File: src/rtl/napalm_pkg.sv
// napalm_pkg: shared types and default sizing for the unified-memory arbiter.
//   arb_state_t       : arbiter FSM state encoding (IDLE, GNT_I, GNT_D, RESP)
//   ARB_ADDR_W        : default address width
//   ARB_DATA_W        : default data width
//   ARB_MAX_D_STREAK  : default bound on consecutive data grants while a fetch waits
package napalm_pkg;

  typedef enum logic [1:0] {
    IDLE  = 2'd0,
    GNT_I = 2'd1,
    GNT_D = 2'd2,
    RESP  = 2'd3
  } arb_state_t;

  localparam int ARB_ADDR_W       = 32;
  localparam int ARB_DATA_W       = 32;
  localparam int ARB_MAX_D_STREAK = 4;

endpackage

File: src/rtl/arb_streak_ctr.sv
// arb_streak_ctr: saturating counter of consecutive data grants issued while a
// fetch was waiting.
//   clk  : clock, rising edge
//   rst  : asynchronous active-low reset
//   inc  : count one more data grant (saturates at MAX)
//   clr  : clear to zero (wins over inc)
//   sat  : count has reached MAX; the next contended grant goes to fetch
module arb_streak_ctr
  import napalm_pkg::*;
#(
  parameter int MAX = ARB_MAX_D_STREAK
) (
  input  logic clk,
  input  logic rst,
  input  logic inc,
  input  logic clr,
  output logic sat
);

  localparam int CW = $clog2(MAX + 1);

  logic [CW-1:0] cnt_q;
  logic [CW-1:0] cnt_d;
  logic          at_max;

  assign at_max = (cnt_q == CW'(MAX));

  always_comb begin
    cnt_d = cnt_q;
    if (clr) begin
      cnt_d = '0;
    end else if (inc && !at_max) begin
      cnt_d = cnt_q + CW'(1);
    end
  end

  always_ff @(posedge clk or negedge rst) begin
    if (!rst) begin
      cnt_q <= '0;
    end else begin
      cnt_q <= cnt_d;
    end
  end

  assign sat = at_max;

endmodule

File: src/rtl/mem_arb.sv
// mem_arb: shares one single-port memory between the fetch port (i_*) and the
// load/store port (d_*). Data has priority; after MAX_D_STREAK consecutive data
// grants taken while a fetch waits, the fetch wins the next contended grant.
//
// Handshake (all three ports): a requester raises req with stable fields and
// holds it until it sees its ack; ack is a single-cycle pulse and read data is
// valid in that same cycle. m_req is held with stable m_we/m_addr/m_wdata
// until m_ack, which may arrive in the first m_req cycle.
//
// Ports:
//   clk, rst                         clock, async active-low reset
//   i_req, i_addr / i_rdata, i_ack   fetch port
//   d_req, d_we, d_addr, d_wdata /
//   d_rdata, d_ack                   load/store port
//   m_req, m_we, m_addr, m_wdata /
//   m_rdata, m_ack                   memory port
//   dbg_state                        current FSM state, for observation only
module mem_arb
  import napalm_pkg::*;
#(
  parameter int ADDR_W       = ARB_ADDR_W,
  parameter int DATA_W       = ARB_DATA_W,
  parameter int MAX_D_STREAK = ARB_MAX_D_STREAK
) (
  input  logic              clk,
  input  logic              rst,
  // fetch port
  input  logic              i_req,
  input  logic [ADDR_W-1:0] i_addr,
  output logic [DATA_W-1:0] i_rdata,
  output logic              i_ack,
  // load/store port
  input  logic              d_req,
  input  logic              d_we,
  input  logic [ADDR_W-1:0] d_addr,
  input  logic [DATA_W-1:0] d_wdata,
  output logic [DATA_W-1:0] d_rdata,
  output logic              d_ack,
  // memory port
  output logic              m_req,
  output logic              m_we,
  output logic [ADDR_W-1:0] m_addr,
  output logic [DATA_W-1:0] m_wdata,
  input  logic [DATA_W-1:0] m_rdata,
  input  logic              m_ack,
  // observation
  output arb_state_t        dbg_state
);

  arb_state_t        state_q, state_d;
  logic              m_req_q, m_req_d;
  logic              m_we_q, m_we_d;
  logic [ADDR_W-1:0] m_addr_q, m_addr_d;
  logic [DATA_W-1:0] m_wdata_q, m_wdata_d;
  logic              i_ack_q, i_ack_d;
  logic              d_ack_q, d_ack_d;
  logic [DATA_W-1:0] i_rdata_q, i_rdata_d;
  logic [DATA_W-1:0] d_rdata_q, d_rdata_d;

  logic streak_inc;
  logic streak_clr;
  logic streak_sat;
  logic d_wins;

  arb_streak_ctr #(
    .MAX (MAX_D_STREAK)
  ) u_streak (
    .clk (clk),
    .rst (rst),
    .inc (streak_inc),
    .clr (streak_clr),
    .sat (streak_sat)
  );

  // Data wins unless a fetch is also waiting and has already been passed over
  // MAX_D_STREAK times in a row.
  assign d_wins = d_req && !(i_req && streak_sat);

  always_comb begin
    state_d    = state_q;
    m_req_d    = m_req_q;
    m_we_d     = m_we_q;
    m_addr_d   = m_addr_q;
    m_wdata_d  = m_wdata_q;
    i_rdata_d  = i_rdata_q;
    d_rdata_d  = d_rdata_q;
    i_ack_d    = 1'b0;
    d_ack_d    = 1'b0;
    streak_inc = 1'b0;
    streak_clr = 1'b0;

    unique case (state_q)
      IDLE: begin
        if (d_wins) begin
          state_d    = GNT_D;
          m_req_d    = 1'b1;
          m_we_d     = d_we;
          m_addr_d   = d_addr;
          m_wdata_d  = d_wdata;
          // Only grants taken over a waiting fetch extend the streak.
          streak_inc = i_req;
          streak_clr = !i_req;
        end else if (i_req) begin
          state_d    = GNT_I;
          m_req_d    = 1'b1;
          m_we_d     = 1'b0;
          m_addr_d   = i_addr;
          m_wdata_d  = '0;
          streak_clr = 1'b1;
        end
      end

      GNT_I: begin
        if (m_ack) begin
          state_d   = RESP;
          m_req_d   = 1'b0;
          i_rdata_d = m_rdata;
          i_ack_d   = 1'b1;
        end
      end

      GNT_D: begin
        if (m_ack) begin
          state_d = RESP;
          m_req_d = 1'b0;
          d_ack_d = 1'b1;
          if (!m_we_q) begin
            d_rdata_d = m_rdata;
          end
        end
      end

      // The acked requester still shows req=1 in this cycle, so nothing is
      // sampled here; arbitration resumes from IDLE next cycle.
      RESP: begin
        state_d = IDLE;
      end

      default: begin
        state_d = IDLE;
      end
    endcase
  end

  always_ff @(posedge clk or negedge rst) begin
    if (!rst) begin
      state_q   <= IDLE;
      m_req_q   <= 1'b0;
      m_we_q    <= 1'b0;
      m_addr_q  <= '0;
      m_wdata_q <= '0;
      i_rdata_q <= '0;
      d_rdata_q <= '0;
      i_ack_q   <= 1'b0;
      d_ack_q   <= 1'b0;
    end else begin
      state_q   <= state_d;
      m_req_q   <= m_req_d;
      m_we_q    <= m_we_d;
      m_addr_q  <= m_addr_d;
      m_wdata_q <= m_wdata_d;
      i_rdata_q <= i_rdata_d;
      d_rdata_q <= d_rdata_d;
      i_ack_q   <= i_ack_d;
      d_ack_q   <= d_ack_d;
    end
  end

  assign m_req     = m_req_q;
  assign m_we      = m_we_q;
  assign m_addr    = m_addr_q;
  assign m_wdata   = m_wdata_q;
  assign i_rdata   = i_rdata_q;
  assign d_rdata   = d_rdata_q;
  assign i_ack     = i_ack_q;
  assign d_ack     = d_ack_q;
  assign dbg_state = state_q;

endmodule

File: config.mk
export PLATFORM = sky130hd
export DESIGN_NAME = mem_arb
export DESIGN_NICKNAME = d
export VERILOG_FILES = /design/src/rtl/napalm_pkg.sv /design/src/rtl/arb_streak_ctr.sv /design/src/rtl/mem_arb.sv
export SDC_FILE = /design/constraint.sdc
export NUM_CORES = 1
export LEC_CHECK = 0
export CAP_MARGIN = 20
export CORE_AREA = 2 2 104 106
export CTS_CLUSTER_DIAMETER = 100
export DETAILED_ROUTE_END_ITERATION = 16
export DIE_AREA = 0 0 106 108
export DONT_BUFFER_PORTS = 1
export PLACE_DENSITY = 0.71
export SKIP_LAST_GASP = 1
export SYNTH_ARGS = -nofsm -noshare
export SYNTH_HDL_FRONTEND = slang
export SYNTH_HIERARCHICAL = 1
export SYNTH_SLANG_ARGS = --single-unit
File: constraint.sdc
create_clock -name clk -period 3.1 [get_ports clk]
set_input_delay 0.62 -clock clk [delete_from_list [all_inputs] [get_ports clk]]
set_output_delay 0.62 -clock clk [all_outputs]
set_load 0.1 [all_outputs]
==> flow_summary.ini <==
[status]
status = complete, but fails checks
violations = hold timing

[clocking]
cts.clk_slew.worst_paths_ns = 0.06
cts_tree = done
cts_sinks = 137
cts_buffers = 17
root_buffer = clkbuf_8
ctsLongestPathBuffers = 2
htreeDepth = 4
insertion_delay_ns = 0.52

[place]
dp_hpwl_um = 9100
io_buffers = 0
dp.cells = 620
routabilityCongestion = 0.764

[setup_path]
critPathBufInv = 2
slowest_delay_ns = 0.56
start_kind = flop
path_cells = inv_1 > ha_1 > and2_1 > a21boi_4 > buf_4 > and3_1 > a21boi_2 > mux2_4
cp-end-kind = flop
reg2reg_from = u_streak/cnt_q[0]$_DFFE_PN0P_
crit_arrival_ns = 2.95
critPathKind = flop to flop
worstPathMaxFanout = 68
crit_family = buffers and inverters
r2r-end = u_streak/cnt_q[0]$_DFFE_PN0P_
cp_slowest_cell = buf_4
r2r_slack_ns = 0.54
ff2ff_path_depth = 8
crit_required_ns = 3.49
crit_cells = 8

[finish]
area_delta_synth_final_pct = 12.0
drive_above_1_share = 0.221
layout.cells.non_filler = 651
nets = 643
antennaDiodeCount = 0

[synth]
yosys_warnings = 6
ys_seq_area_frac = 0.599
synth_area_per_cell_um2 = 11.3
synth.cell_area_um2 = 5720
synthXorXnorAreaFrac = 0
synthAdderAreaFrac = 0.0131
netlist_top_cells_area = dfrtp_1, nand2_1, mux2_4
synth_cell_type_count = 25
yosys.area.top_type = dfrtp_1
synth_top_family_by_area = simple AND/OR/NAND/NOR gates
syn-num-nets = 645
yosysTopAreaCellShare = 0.599
synth-seq-cells = 137
synthMuxAreaShare = 0.150
synth-simple-area-share = 0.154
syn_inst = 505
synth-compound-area-share = 0.0483

[timing]
setup_viol = 0
tightest_slew_ns = 0.986
final.period_utilization = 0.824
drv_slew = 0
relSlewSlack = 0.342
fin_crit_ns = 2.56
rsz0062_at_grt = false
skew_ns = 0.00847
finalHoldViolCount = 137
tns_ns = 0
timing.hold.ws_ns = -0.201
fmax_mhz = 391

[die]
die_width_um = 106
core_area_um2 = 10200
start_util = 0.559
dieArea_um2 = 11400
die_h_um = 108
io-pin-count = 268
placementRows = 37

[global_routing]
overflow = 0
grt_usage = 0.229
first_global_vias = 3728
grt_max_degree = 138
grt_pass1_wl_um = 19900
antenna_found_initial = 0

[drt]
vias_per_cell = 5.58
ant_nets = 0
drc = 0
drt-pass1-iter-count = 5
wirelength_um = 12700
drt_iter0_markers = 241
wl_per_cell_um = 19.5
vias = 3635

[min_path]
hold_class = primary input to async pin

[job]
cap_violations = 0
## registers in the layout (all words and copies together), names as in the netlist
signal	count
m_req	1
i_ack	1
m_addr	32
dbg_state	2
i_rdata	32
u_streak/cnt_q	3
m_we	1
d_ack	1
m_wdata	32
d_rdata	32
## area by class of cell
class                           instances  area (µm²)
Clock buffer                           20         455
Clock inverter                         11         120
Fill cell                             774        3820
Inverter                                8        30.0
Multi-Input combinational cell        328        2110
Sequential cell                       137        3430
Tap cell                              136         170
Timing Repair Buffer                   11        95.1
## cells in the final DEF (no fill, tap or decap), types with 4 or more instances in the layout
master | Yosys | routed
a31oi_1 | 32 | 32
buf_4 | 0 | 10
clkbuf_16 | 0 | 16
clkbuf_8 | 0 | 4
clkinv_2 | 0 | 4
dfrtp_1 | 137 | 137
ha_1 | 6 | 6
inv_1 | 7 | 7
mux2_2 | 34 | 34
mux2_4 | 31 | 31
nand2_1 | 134 | 134
nand3_1 | 33 | 33
nor2_1 | 36 | 36
## metrics by stage
stage,utilization,cell area [µm²],worst slack [ns],hold WS (ns)
final,0.626,6410,0.544,-0.201
after detailed placement,0.570,5830,0.541,0.327
after floorplan,-,5720,0.801,0.324
after global placement,0.570,5830,0.634,0.327
after CTS,0.626,6410,0.523,-0.222
after global routing,0.626,6410,0.404,-0.238
## worst max path at each step
stage	startpoint	end	slack, ns
final	u_streak/cnt_q[0]$_DFFE_PN0P_	u_streak/cnt_q[0]$_DFFE_PN0P_	0.54
after floorplan	u_streak/cnt_q[0]$_DFFE_PN0P_	m_addr[12]$_DFFE_PN0P_	0.80
after detailed placement	u_streak/cnt_q[0]$_DFFE_PN0P_	u_streak/cnt_q[0]$_DFFE_PN0P_	0.54
after CTS	u_streak/cnt_q[0]$_DFFE_PN0P_	u_streak/cnt_q[0]$_DFFE_PN0P_	0.52
after global placement	u_streak/cnt_q[0]$_DFFE_PN0P_	u_streak/cnt_q[0]$_DFFE_PN0P_	0.63
after global routing	u_streak/cnt_q[0]$_DFFE_PN0P_	u_streak/cnt_q[0]$_DFFE_PN0P_	0.40
## Yosys cell counts
cell type,count
dfrtp_1,137
nand2_1,134
nor2_1,36
mux2_2,34
nand3_1,33
a31oi_1,32
mux2_4,31
buf_2,17
clkbuf_1,11
inv_1,7
ha_1,6
buf_6,4
nand2b_1,4
a21oi_1,3
and2_1,3
a21boi_2,2
nor2b_1,2
o221a_2,2
a21boi_0,1
and3_1,1
and4b_1,1
inv_2,1
mux2i_1,1
nor3_1,1
o2bb2ai_1,1
## logic make-up after synthesis
| logic type | count (synthesis) |
|---|---|
| mux | 66 |
| simple gates | 215 |
| fa+ha+maj | 6 |
| compound gates | 41 |
| flops | 137 |
| buf+inv | 40 |
## repair_timing
item	in CTS	in global routing
hold endpoints to repair	137	137
buffers inserted	0	0
setup endpoints to repair	0	0
gates resized for setup	0	0
## metal layers
layer  up-vias  global-route usage  routed length, µm
li1       1684                   -                  -
met1      1716               0.253               4490
met2       216               0.390               6530
met3        19               0.115               1480
met4         0              0.0733                228
met5         -                   0                  0
Power is not shown: default switching activity piles up to over one toggle a cycle in this logic, so the estimate is an artifact.
